--- config.mk ---
export PLATFORM = sky130hd
export DESIGN_NAME = matmul_engine
export DESIGN_NICKNAME = d
export VERILOG_FILES = /design/src/rtl/matmul_pkg.sv /design/src/rtl/matmul_engine_pe_sat.sv /design/src/rtl/matmul_engine.sv
export SDC_FILE = /design/constraint.sdc
export NUM_CORES = 2
export LEC_CHECK = 0
export CELL_PAD_IN_SITES_DETAIL_PLACEMENT = 0
export CELL_PAD_IN_SITES_GLOBAL_PLACEMENT = 1
export CORE_MARGIN = 2
export CORE_UTILIZATION = 35
export DETAILED_ROUTE_END_ITERATION = 16
export GPL_ROUTABILITY_DRIVEN = 0
export GPL_TIMING_DRIVEN = 0
export PLACE_DENSITY = 0.62
export SKIP_LAST_GASP = 1
export SYNTH_ARGS = -nofsm -noshare
export SYNTH_HDL_FRONTEND = slang
export SYNTH_SLANG_ARGS = --single-unit
--- constraint.sdc ---
create_clock -name clk_i -period 8.6 [get_ports clk_i]
set_clock_uncertainty 0.1 [all_clocks]
set_input_delay 0.86 -clock clk_i [delete_from_list [all_inputs] [get_ports clk_i]]
set_output_delay 0.86 -clock clk_i [all_outputs]
set_load 0.05 [all_outputs]
--- src/rtl/matmul_pkg.sv ---
// Shared definitions for the systolic matrix-multiply engine: FSM encoding,
// default geometry and the guard width used by the saturating accumulators.
package matmul_pkg;

    typedef enum logic [1:0] {
        ST_IDLE  = 2'd0,
        ST_LOAD  = 2'd1,
        ST_DRAIN = 2'd2,
        ST_DONE  = 2'd3
    } state_e;

    localparam int DEF_DATA_WIDTH = 8;
    localparam int DEF_BUS_WIDTH  = 16;
    localparam int DEF_DIM        = 4;

    // One extra bit is enough to see overflow when adding two BUS_WIDTH values.
    localparam int SAT_GUARD_BITS = 1;

    // The last operand pair reaches PE(DIM-1,DIM-1) 2*DIM-2 edges after the
    // final beat is accepted.
    function automatic int drain_last(input int dim);
        return 2 * dim - 2;
    endfunction

endpackage

--- src/rtl/matmul_engine_pe_sat.sv ---
// Single processing element: signed multiply, saturating accumulate with a
// sticky overflow flag, and registered pass-through of both operands.
module pe_sat
    import matmul_pkg::*;
#(
    parameter int DATA_WIDTH = DEF_DATA_WIDTH,
    parameter int BUS_WIDTH  = DEF_BUS_WIDTH
) (
    input  logic                  clk_i,
    input  logic                  rst_i,
    input  logic                  load_i,
    input  logic [BUS_WIDTH-1:0]  init_i,
    input  logic [DATA_WIDTH-1:0] a_i,
    input  logic                  a_valid_i,
    input  logic [DATA_WIDTH-1:0] b_i,
    input  logic                  b_valid_i,
    output logic [DATA_WIDTH-1:0] a_o,
    output logic                  a_valid_o,
    output logic [DATA_WIDTH-1:0] b_o,
    output logic                  b_valid_o,
    output logic [BUS_WIDTH-1:0]  acc_o,
    output logic                  flag_o
);

    localparam int PW = 2 * DATA_WIDTH;
    localparam int SW = BUS_WIDTH + SAT_GUARD_BITS;

    logic [BUS_WIDTH-1:0]  acc_q, acc_d;
    logic                  flag_q, flag_d;
    logic [DATA_WIDTH-1:0] a_q, a_d, b_q, b_d;
    logic                  a_valid_q, a_valid_d, b_valid_q, b_valid_d;

    logic signed [PW-1:0] prod;
    logic        [SW-1:0] sum;
    logic                 overflow;

    assign prod     = $signed(a_i) * $signed(b_i);
    assign sum      = {{SAT_GUARD_BITS{acc_q[BUS_WIDTH-1]}}, acc_q}
                    + {{(SW-PW){prod[PW-1]}}, prod};
    assign overflow = sum[SW-1] != sum[BUS_WIDTH-1];

    always_comb begin
        acc_d     = acc_q;
        flag_d    = flag_q;
        a_d       = a_i;
        a_valid_d = a_valid_i;
        b_d       = b_i;
        b_valid_d = b_valid_i;
        if (load_i) begin
            acc_d  = init_i;
            flag_d = 1'b0;
        end else if (a_valid_i && b_valid_i) begin
            if (overflow) begin
                // The guard bit holds the true sign of the overflowed sum.
                acc_d  = sum[SW-1] ? {1'b1, {(BUS_WIDTH-1){1'b0}}}
                                   : {1'b0, {(BUS_WIDTH-1){1'b1}}};
                flag_d = 1'b1;
            end else begin
                acc_d = sum[BUS_WIDTH-1:0];
            end
        end
    end

    always_ff @(posedge clk_i) begin
        if (rst_i) begin
            acc_q     <= '0;
            flag_q    <= 1'b0;
            a_q       <= '0;
            a_valid_q <= 1'b0;
            b_q       <= '0;
            b_valid_q <= 1'b0;
        end else begin
            acc_q     <= acc_d;
            flag_q    <= flag_d;
            a_q       <= a_d;
            a_valid_q <= a_valid_d;
            b_q       <= b_d;
            b_valid_q <= b_valid_d;
        end
    end

    assign a_o       = a_q;
    assign a_valid_o = a_valid_q;
    assign b_o       = b_q;
    assign b_valid_o = b_valid_q;
    assign acc_o     = acc_q;
    assign flag_o    = flag_q;

endmodule

--- src/rtl/matmul_engine.sv ---
// Output-stationary DIMxDIM systolic matrix multiplier: operand beats are
// skewed into a PE grid, results stay in the PE accumulators.
module matmul_engine
    import matmul_pkg::*;
#(
    parameter int DATA_WIDTH = DEF_DATA_WIDTH,
    parameter int BUS_WIDTH  = DEF_BUS_WIDTH,
    parameter int DIM        = DEF_DIM
) (
    input  logic                          clk_i,
    input  logic                          rst_i,
    input  logic                          start_i,
    input  logic                          mode_i,
    input  logic [DIM*DATA_WIDTH-1:0]     a_col_i,
    input  logic [DIM*DATA_WIDTH-1:0]     b_row_i,
    input  logic                          op_valid_i,
    output logic                          op_ready_o,
    input  logic [DIM*DIM*BUS_WIDTH-1:0]  c_i,
    output logic [DIM*DIM*BUS_WIDTH-1:0]  m_o,
    output logic [DIM*DIM-1:0]            flags_o,
    output logic                          busy_o,
    output logic                          done_o,
    output logic [$clog2(DIM+1)-1:0]      beat_cnt_o
);

    localparam int CW  = $clog2(DIM + 1);
    localparam int DCW = $clog2(2 * DIM);

    state_e          state_q, state_d;
    logic [CW-1:0]   beat_cnt_q, beat_cnt_d;
    logic [DCW-1:0]  drain_cnt_q, drain_cnt_d;
    logic            op_ready_q, op_ready_d;
    logic            busy_q, busy_d;
    logic            done_q, done_d;

    logic start_ok;
    logic accept;

    logic [DATA_WIDTH-1:0] a_h [DIM][DIM];
    logic                  av_h [DIM][DIM];
    logic [DATA_WIDTH-1:0] b_v [DIM][DIM];
    logic                  bv_v [DIM][DIM];
    logic [DATA_WIDTH:0]   a_sink_unused [DIM];
    logic [DATA_WIDTH:0]   b_sink_unused [DIM];

    assign start_ok = start_i && ((state_q == ST_IDLE) || (state_q == ST_DONE));
    assign accept   = op_valid_i && op_ready_q;

    always_comb begin
        state_d     = state_q;
        beat_cnt_d  = beat_cnt_q;
        drain_cnt_d = drain_cnt_q;
        case (state_q)
            ST_IDLE, ST_DONE: begin
                state_d = ST_IDLE;
                if (start_ok) begin
                    state_d    = ST_LOAD;
                    beat_cnt_d = '0;
                end
            end
            ST_LOAD: begin
                if (accept) begin
                    beat_cnt_d = beat_cnt_q + CW'(1);
                    if (beat_cnt_q == CW'(DIM - 1)) begin
                        state_d     = ST_DRAIN;
                        drain_cnt_d = '0;
                    end
                end
            end
            ST_DRAIN: begin
                if (drain_cnt_q == DCW'(drain_last(DIM))) begin
                    state_d = ST_DONE;
                end else begin
                    drain_cnt_d = drain_cnt_q + DCW'(1);
                end
            end
            default: state_d = ST_IDLE;
        endcase
        op_ready_d = (state_d == ST_LOAD);
        busy_d     = (state_d == ST_LOAD) || (state_d == ST_DRAIN);
        done_d     = (state_d == ST_DONE);
    end

    always_ff @(posedge clk_i) begin
        if (rst_i) begin
            state_q     <= ST_IDLE;
            beat_cnt_q  <= '0;
            drain_cnt_q <= '0;
            op_ready_q  <= 1'b0;
            busy_q      <= 1'b0;
            done_q      <= 1'b0;
        end else begin
            state_q     <= state_d;
            beat_cnt_q  <= beat_cnt_d;
            drain_cnt_q <= drain_cnt_d;
            op_ready_q  <= op_ready_d;
            busy_q      <= busy_d;
            done_q      <= done_d;
        end
    end

    assign op_ready_o = op_ready_q;
    assign busy_o     = busy_q;
    assign done_o     = done_q;
    assign beat_cnt_o = beat_cnt_q;

    // Row i of A and column i of B share the same i-stage delay line shape;
    // each stage carries {valid, data}.
    for (genvar i = 0; i < DIM; i++) begin : g_skew
        if (i == 0) begin : g_direct
            assign a_h[0][0]  = a_col_i[DATA_WIDTH-1:0];
            assign av_h[0][0] = accept;
            assign b_v[0][0]  = b_row_i[DATA_WIDTH-1:0];
            assign bv_v[0][0] = accept;
        end else begin : g_delay
            logic [DATA_WIDTH:0] a_sk_q [i];
            logic [DATA_WIDTH:0] a_sk_d [i];
            logic [DATA_WIDTH:0] b_sk_q [i];
            logic [DATA_WIDTH:0] b_sk_d [i];

            always_comb begin
                a_sk_d[0] = {accept, a_col_i[i*DATA_WIDTH +: DATA_WIDTH]};
                b_sk_d[0] = {accept, b_row_i[i*DATA_WIDTH +: DATA_WIDTH]};
                for (int s = 1; s < i; s++) begin
                    a_sk_d[s] = a_sk_q[s-1];
                    b_sk_d[s] = b_sk_q[s-1];
                end
            end

            always_ff @(posedge clk_i) begin
                if (rst_i) begin
                    for (int s = 0; s < i; s++) begin
                        a_sk_q[s] <= '0;
                        b_sk_q[s] <= '0;
                    end
                end else begin
                    a_sk_q <= a_sk_d;
                    b_sk_q <= b_sk_d;
                end
            end

            assign a_h[i][0]  = a_sk_q[i-1][DATA_WIDTH-1:0];
            assign av_h[i][0] = a_sk_q[i-1][DATA_WIDTH];
            assign b_v[0][i]  = b_sk_q[i-1][DATA_WIDTH-1:0];
            assign bv_v[0][i] = b_sk_q[i-1][DATA_WIDTH];
        end
    end

    for (genvar i = 0; i < DIM; i++) begin : g_row
        for (genvar j = 0; j < DIM; j++) begin : g_col
            logic [DATA_WIDTH-1:0] a_fwd, b_fwd;
            logic                  a_fwd_v, b_fwd_v;

            pe_sat #(
                .DATA_WIDTH (DATA_WIDTH),
                .BUS_WIDTH  (BUS_WIDTH)
            ) u_pe (
                .clk_i     (clk_i),
                .rst_i     (rst_i),
                .load_i    (start_ok),
                .init_i    (mode_i ? c_i[(i*DIM+j)*BUS_WIDTH +: BUS_WIDTH] : '0),
                .a_i       (a_h[i][j]),
                .a_valid_i (av_h[i][j]),
                .b_i       (b_v[i][j]),
                .b_valid_i (bv_v[i][j]),
                .a_o       (a_fwd),
                .a_valid_o (a_fwd_v),
                .b_o       (b_fwd),
                .b_valid_o (b_fwd_v),
                .acc_o     (m_o[(i*DIM+j)*BUS_WIDTH +: BUS_WIDTH]),
                .flag_o    (flags_o[i*DIM+j])
            );

            if (j < DIM - 1) begin : g_pass_a
                assign a_h[i][j+1]  = a_fwd;
                assign av_h[i][j+1] = a_fwd_v;
            end else begin : g_sink_a
                assign a_sink_unused[i] = {a_fwd_v, a_fwd};
            end

            if (i < DIM - 1) begin : g_pass_b
                assign b_v[i+1][j]  = b_fwd;
                assign bv_v[i+1][j] = b_fwd_v;
            end else begin : g_sink_b
                assign b_sink_unused[j] = {b_fwd_v, b_fwd};
            end
        end
    end

endmodule

Word-level counts from Yosys, hierarchy flattened
Index checks and enable logic that the tools add are counted.
- shifts and indexed selects: 0
- bitwise operators: 0
- equal/unequal tests: 28
- order comparisons: 0
- $add $sub $neg: 18
- reductions and logical operators: 58
- mux-type cells: 92
- multipliers: 16
- div/mod/pow operators: 0
- operators with widths (cell ; count):
    $mux W16 ; 80
    $add A16 B16 Y17 ; 16
    $mul A8 B8 Y16 ; 16
    $reduce_bool A2 Y1 ; 18
    $reduce_and A2 Y1 ; 16
    $logic_and A1 B1 Y1 ; 17
    $ne A1 B1 Y1 ; 16
    $mux W3 ; 5
    $pmux W3 S2 ; 2
    $eq A2 B2 Y1 const B ; 4
    $add A3 B1 Y3 const B ; 2
    $mux W2 ; 3
    $pmux W2 S3 ; 1
    $eq A2 B1 Y1 const B ; 2
    $ne A2 B1 Y1 const B ; 2
    $ne A2 B2 Y1 const B ; 2
    $reduce_and A4 Y1 ; 1
    $reduce_or A2 Y1 ; 2
    $eq A3 B2 Y1 const B ; 1
    $eq A3 B3 Y1 const B ; 1
    $reduce_and A3 Y1 ; 1
    $logic_not A2 Y1 ; 1
    $logic_or A1 B1 Y1 ; 2
    $mux W1 ; 1
- memories: 0
- ROM bits: 0
- output and inout port bits: 278
- latch bits: 0
- input port bits: 325
- logic and storage cells: 307
- flip-flop bits (word level): 604
- memory bits (writable): 0

Depth between registers and ports, before layout
- depth after elaboration: 7
- gate-level depth with buffers: 22
- gate-level depth less buffers: 20

Cells and area by module
From an unflattened synthesis, not the netlist that was laid out.
- cell total of the unflattened synthesis: 7931
- area total of the unflattened synthesis: 76383.3 um2
- by module, submodules not included (module ; area an instance (um2) ; cells each ; instances ; seq. area each (um2)):
    pe_sat at g_row[0].g_col[3].u_pe ... ; 4429.2 ; 452 ; 10 ; 700.7
    pe_sat at g_row[3].g_col[1].u_pe ... ; 4599.4 ; 473 ; 2 ; 700.7
    pe_sat at g_row[0].g_col[1].u_pe ... ; 4453.0 ; 470 ; 2 ; 700.7
    matmul_engine ; 5012.3 ; 564 ; 1 ; 2202.1
    pe_sat at g_row[0].g_col[0].u_pe ; 4486.8 ; 484 ; 1 ; 700.7
    pe_sat at g_row[3].g_col[3].u_pe ; 4486.8 ; 477 ; 1 ; 700.7

Least setup slack after synthesis
Ideal clock, no wire load.
- path kind: input -> register
- from: in b_row_i[0]
- to: reg g_row[0].g_col[0].u_pe.acc_q[4]
- path buffers: 2
- data required time: 8.405 ns
- library setup time: 0.095 ns
- data arrival time: 6.006 ns
- stages on the path: 19
- setup slack: 2.398 ns
- cells stage by stage: clkbuf_1 and2_1 inv_1 fa_1 inv_1 fa_1 fa_1 fa_1 fa_1 ha_1 nand3_1 o2111ai_1 o211ai_1 o21ai_0 xnor2_1 a21o_1 nand2_1 clkbuf_1 a221oi_1
- longest elaborated chain between the ends: 6
- elaborated cells between the ends (all ways): 7
- classes of those cells: 1 x add/sub; 1 x mul; 1 x eq/ne; 4 x mux
- ends and longest elaborated chain (item ; line ; RTL):
    from (decl) ; matmul_engine.sv:15 ; input logic [DIM*DATA_WIDTH-1:0] b_row_i,
    $mul A8 B8 Y16 * ; matmul_engine_pe_sat.sv:37 ; assign prod = $signed(a_i) * $signed(b_i);
    $add A16 B16 Y17 * ; matmul_engine_pe_sat.sv:39 ; + {{(SW-PW){prod[PW-1]}}, prod};
    $mux W16 or $ne A1 B1 Y1 (tied branches) ; matmul_engine_pe_sat.sv:55, matmul_engine_pe_sat.sv:40 ;
    $mux W16 * ; matmul_engine_pe_sat.sv:53 ; if (overflow) begin
    $mux W16 * ; matmul_engine_pe_sat.sv:52 ; end else if (a_valid_i && b_valid_i) begin
    $mux W16 * ; matmul_engine_pe_sat.sv:49 ; if (load_i) begin
    to (signal assigned) ; matmul_engine_pe_sat.sv:66 ; acc_q <= '0;
    to (signal assigned) ; matmul_engine_pe_sat.sv:73 ; acc_q <= acc_d;
    to (decl) ; matmul_engine_pe_sat.sv:28 ; logic [BUS_WIDTH-1:0] acc_q, acc_d;
Mark *: on every way between the ends. The rest lies on a longest branch, timed or not. The select of a mux whose other input is x is not followed.
A chain may end at the register's enable or synchronous reset.

Final worst setup path
- from: reg g_row[1].g_col[0].u_pe.b_q[0]
- to: reg g_row[2].g_col[0].u_pe.flag_q
- longest elaborated chain between the ends: 4
- ends and longest elaborated chain (item ; line ; RTL):
    from (decl) ; matmul_engine_pe_sat.sv:30 ; logic [DATA_WIDTH-1:0] a_q, a_d, b_q, b_d;
    from (signal assigned) ; matmul_engine_pe_sat.sv:70 ; b_q <= '0;
    from (signal assigned) ; matmul_engine_pe_sat.sv:77 ; b_q <= b_d;
    $mul A8 B8 Y16 ; matmul_engine_pe_sat.sv:37 ;
    $add A16 B16 Y17 ; matmul_engine_pe_sat.sv:39 ;
    $ne A1 B1 Y1 ; matmul_engine_pe_sat.sv:40 ; assign overflow = sum[SW-1] != sum[BUS_WIDTH-1];
    $reduce_and A2 Y1 (no line) ; n/a ;
    to (signal assigned) ; matmul_engine_pe_sat.sv:74 ; flag_q <= flag_d;
    to (decl) ; matmul_engine_pe_sat.sv:29 ; logic flag_q, flag_d;
Every way passes these cells.

==> impl_metrics.ini <==
[worst_hold_path]
min_path_type = register to register
worstHoldPathCells = 1
min_to = a_h[28]
worst_hold_startpoint = g_skew[3].g_delay.a_sk_d[4]

[timing]
slew_headroom_pct = 3.94
post-route-period-util_pct = 86.2
fin_crit_ns = 7.41
worst_slack_ns = 1.19
drv_slew = 0
rsz0062_at_grt = no
setup_viol = 0
tightestPinTransition_ns = 1.44
holdWs_ns = 0.336
clock.fmax_mhz = 135
hold_viol = 0

[synth]
muxShareOfSynthArea_pct = 0.0724
ys_types = 73
synth-edff-count = 0
synth.area.top_cells = fa_1, dfxtp_1, ha_1, inv_1, and2_1
synthCells = 7209
synth_area_sq_um = 69200
ys_seq_area_share_pct = 16.7
synth_fa_ha_area_share_pct = 46.9
synth-compound-area-share_pct = 9.80
synth_commonest_cells = inv_1, fa_1, ha_1
synthArstFlopShare_pct = 0
synth.top_cell.area_share_pct = 35.2
synth_ff_type = dfxtp_1
synth_nets = 9383
synth_top_family_by_area = adder cells
yosys.area_share.simple_pct = 14.3
avgSynthCellArea_sq_um = 9.59
synth_warnings = 0
yosysTopAreaCell = fa_1
yosysMostFrequentCell = inv_1
synth_xor_area_share_pct = 3.72
ys_ff_latch = 577

[floorplan]
io_pins = 603
fp.dieW_um = 449
initial_core_util_pct = 35.1
fp.coreArea_sq_um = 197000
core.rowCount = 163
dieHeight_um = 449
die_area_sq_um = 201000

[global_route]
grt_max_degree = 13
grt_pass1_wl_mm = 377
antenna_found_initial = 30
overflow = 0
grt_pass1_vias = 56648
grt.total_usage_pct = 25.4

[power_and_ir_drop]
leakagePower_nw = 39.6
max-vdd-ir-drop_v = 0.000225
p_per_area_nw_per_um2 = 149

[route]
drt_pre_antenna_iters = 7
wl_met2_mm = 123
route.met3.wl_mm = 11.8
initialDrtViolationCount = 2900
m1WireLength_mm = 104
drc = 0
wl_mm = 254
num_vias = 52605
post_drt_wl_per_cell_um = 23.9
topRoutingLayerUsed = met5
routed_via_density = 4.95
ant_nets = 0

[setup_path]
timing.critical_path.depth = 19
cp.required_ns = 9.07
critPathBufInv = 4
crit_path_cell_trace = clkbuf_1, and2_1, inv_1, fa_1, inv_1, fa_1, fa_1, fa_1, fa_1, ha_1, o21ai_0, o21ai_0, a31oi_1, nor2b_1, a41oi_1, xnor2_1, buf_2, xor2_1, o31ai_1
reg2reg_from = g_row[1].g_col[0].u_pe.b_o[0]
critPathTopFamily = adder cells
critPathMaxStageDelay_ns = 0.65
r2r_end = g_row[2].g_col[0].u_pe.flag_o
cpMostUsedCell = fa_1
r2r_setup_slack_ns = 1.19
critPathCaptureType = register
crit_path_start_kind = register
crit_type = register to register
r2r_cells = 19
slowest_stage = xnor2_1
cp.arrival_ns = 7.88
worstPathMaxFanout = 10

[placed_design]
dp_hpwl_mm = 214
dpl_cell_area_sq_um = 78800
dp_cells = 10457
portBuffers = 597
pre_cts_ws_ns = 0.907

[cells_and_area]
instances_no_fill = 10624
num-nets-final = 10073
design_area_sq_um = 81600
syn_to_final_growth_pct = 18.0
layout-drive-gt1-share_pct = 3.48
num-fill-cells = 19641
final_core_util_pct = 41.5

[clock_tree]
postCtsHoldBufs = 0
clkSlewWorstSetupHoldPaths_ns = 0.06
cts_root_buf = clkbuf_16
htreeDepth = 3
cts.path.max_buffers = 3
cts_resized = 0
numCtsBuffers = 80
post_cts_buffers = 0
cts_tree = done
clk-insertion-delay-late_ns = 0.72
clkSinkCount = 577

[status]
status = complete, no violations

[flow_run]
cap_violations = 0
==> area by class of cell <==
cell class	count	area [sq um]	area share, %
sequential	577	11600	14.2
timing repair buffer	608	6250	7.66
tap	2640	3300	4.05
clock inverter	49	542	0.664
inverter	1301	4880	5.99
antenna	19	47.5	0.0583
multi-input combinational	5090	51700	63.4
buffer	241	1040	1.28
clock buffer	99	2250	2.75
==> worst register-to-register path, cell delays in order, from the launching register on <==
cell and delay, ns:
dfxtp_1 0.37, clkbuf_1 0.54, and2_1 0.56, inv_1 0.23, fa_1 0.53, inv_1 0.05
fa_1 0.48, fa_1 0.58, fa_1 0.46, fa_1 0.46, ha_1 0.36, o21ai_0 0.13
o21ai_0 0.19, a31oi_1 0.18, nor2b_1 0.14, a41oi_1 0.21, xnor2_1 0.65, buf_2 0.40
xor2_1 0.54, o31ai_1 0.11
==> metal layers <==
layer  vias to the layer above  track usage, %
met2                      1337            43.4
li1                      24133               -
met4                         6            12.0
met1                     26792            31.6
met3                       337            3.52
met5                         -               0
==> state kept, by name, summed over array words and instances (netlist names) <==
register,cells
g_row.g_col.u_pe.b_o,96
g_skew.g_delay.a_sk_d,24
a_h,16
av_h,2
g_row.g_col.u_pe.b_valid_o,2
g_skew.g_delay.b_sk_d,24
g_row.g_col.u_pe.a_o,96
b_v,16
g_row.g_col.u_pe.flag_o,16
g_row.g_col.u_pe.acc_o,256
beat_cnt_o,3
op_ready_o,1
drain_cnt_q,3
g_skew.g_delay.a_sk_q,9
done_o,1
state_q,2
busy_o,1
g_row.g_col.u_pe.a_valid_o,1
g_skew.g_delay.b_sk_q,8
==> report_power, final <==
| part | internal [mW] | switching [mW] |
|---|---|---|
| clock network | 2.11 | 1.50 |
| registers | 2.85 | 0.286 |
| logic | 2.17 | 3.25 |
==> logic make-up (layout without fill, tap and decap cells) <==
family,Yosys count,count (layout)
fa+ha+maj,1864,1864
flops,577,577
xor+xnor,288,288
other cells,0,19
buf+inv,1542,2298
simple gates,1981,1981
mux,5,5
compound gates,952,952
==> per-stage QoR <==
step | total power, mW | TNS, ns
2_1_floorplan | 6.79 | 0
3_3_place_gp | 8.56 | -0.337
3_5_place_dp | 8.60 | 0
4_1_cts | 12.3 | 0
5_1_grt | 13.0 | 0
6_report | 12.2 | 0
==> how the worst max path moves through the flow <==
stage	end	slack (ns)	start
after CTS	g_row[2].g_col[0].u_pe.flag_o	1.27	g_row[1].g_col[0].u_pe.b_o[0]
after global routing	g_row[1].g_col[1].u_pe.acc_o[11]	0.86	g_row[0].g_col[1].u_pe.b_o[0]
after global placement	g_row[2].g_col[0].u_pe.acc_o[10]	-0.20	start_i
final	g_row[2].g_col[0].u_pe.flag_o	1.19	g_row[1].g_col[0].u_pe.b_o[0]
after detailed placement	g_row[0].g_col[0].u_pe.acc_o[4]	0.91	a_col_i[7]
after floorplan	g_row[0].g_col[0].u_pe.acc_o[4]	2.40	b_row_i[0]
==> placed cells by master (no fill, tap or decap), types with 61 or more instances in the layout <==
master	n
clkbuf_1	174
a21o_1	61
nand2_1	556
xnor2_1	213
clkbuf_16	83
a211oi_1	175
fa_1	1216
o21ai_0	100
a22oi_1	113
a21oi_1	172
xor2_1	70
clkdlybuf4s50_1	597
ha_1	633
dfxtp_1	577
and2_1	518
nor2_1	401
inv_1	1283
nor2b_1	293
Note: power is estimated with default switching activity, not from simulation.
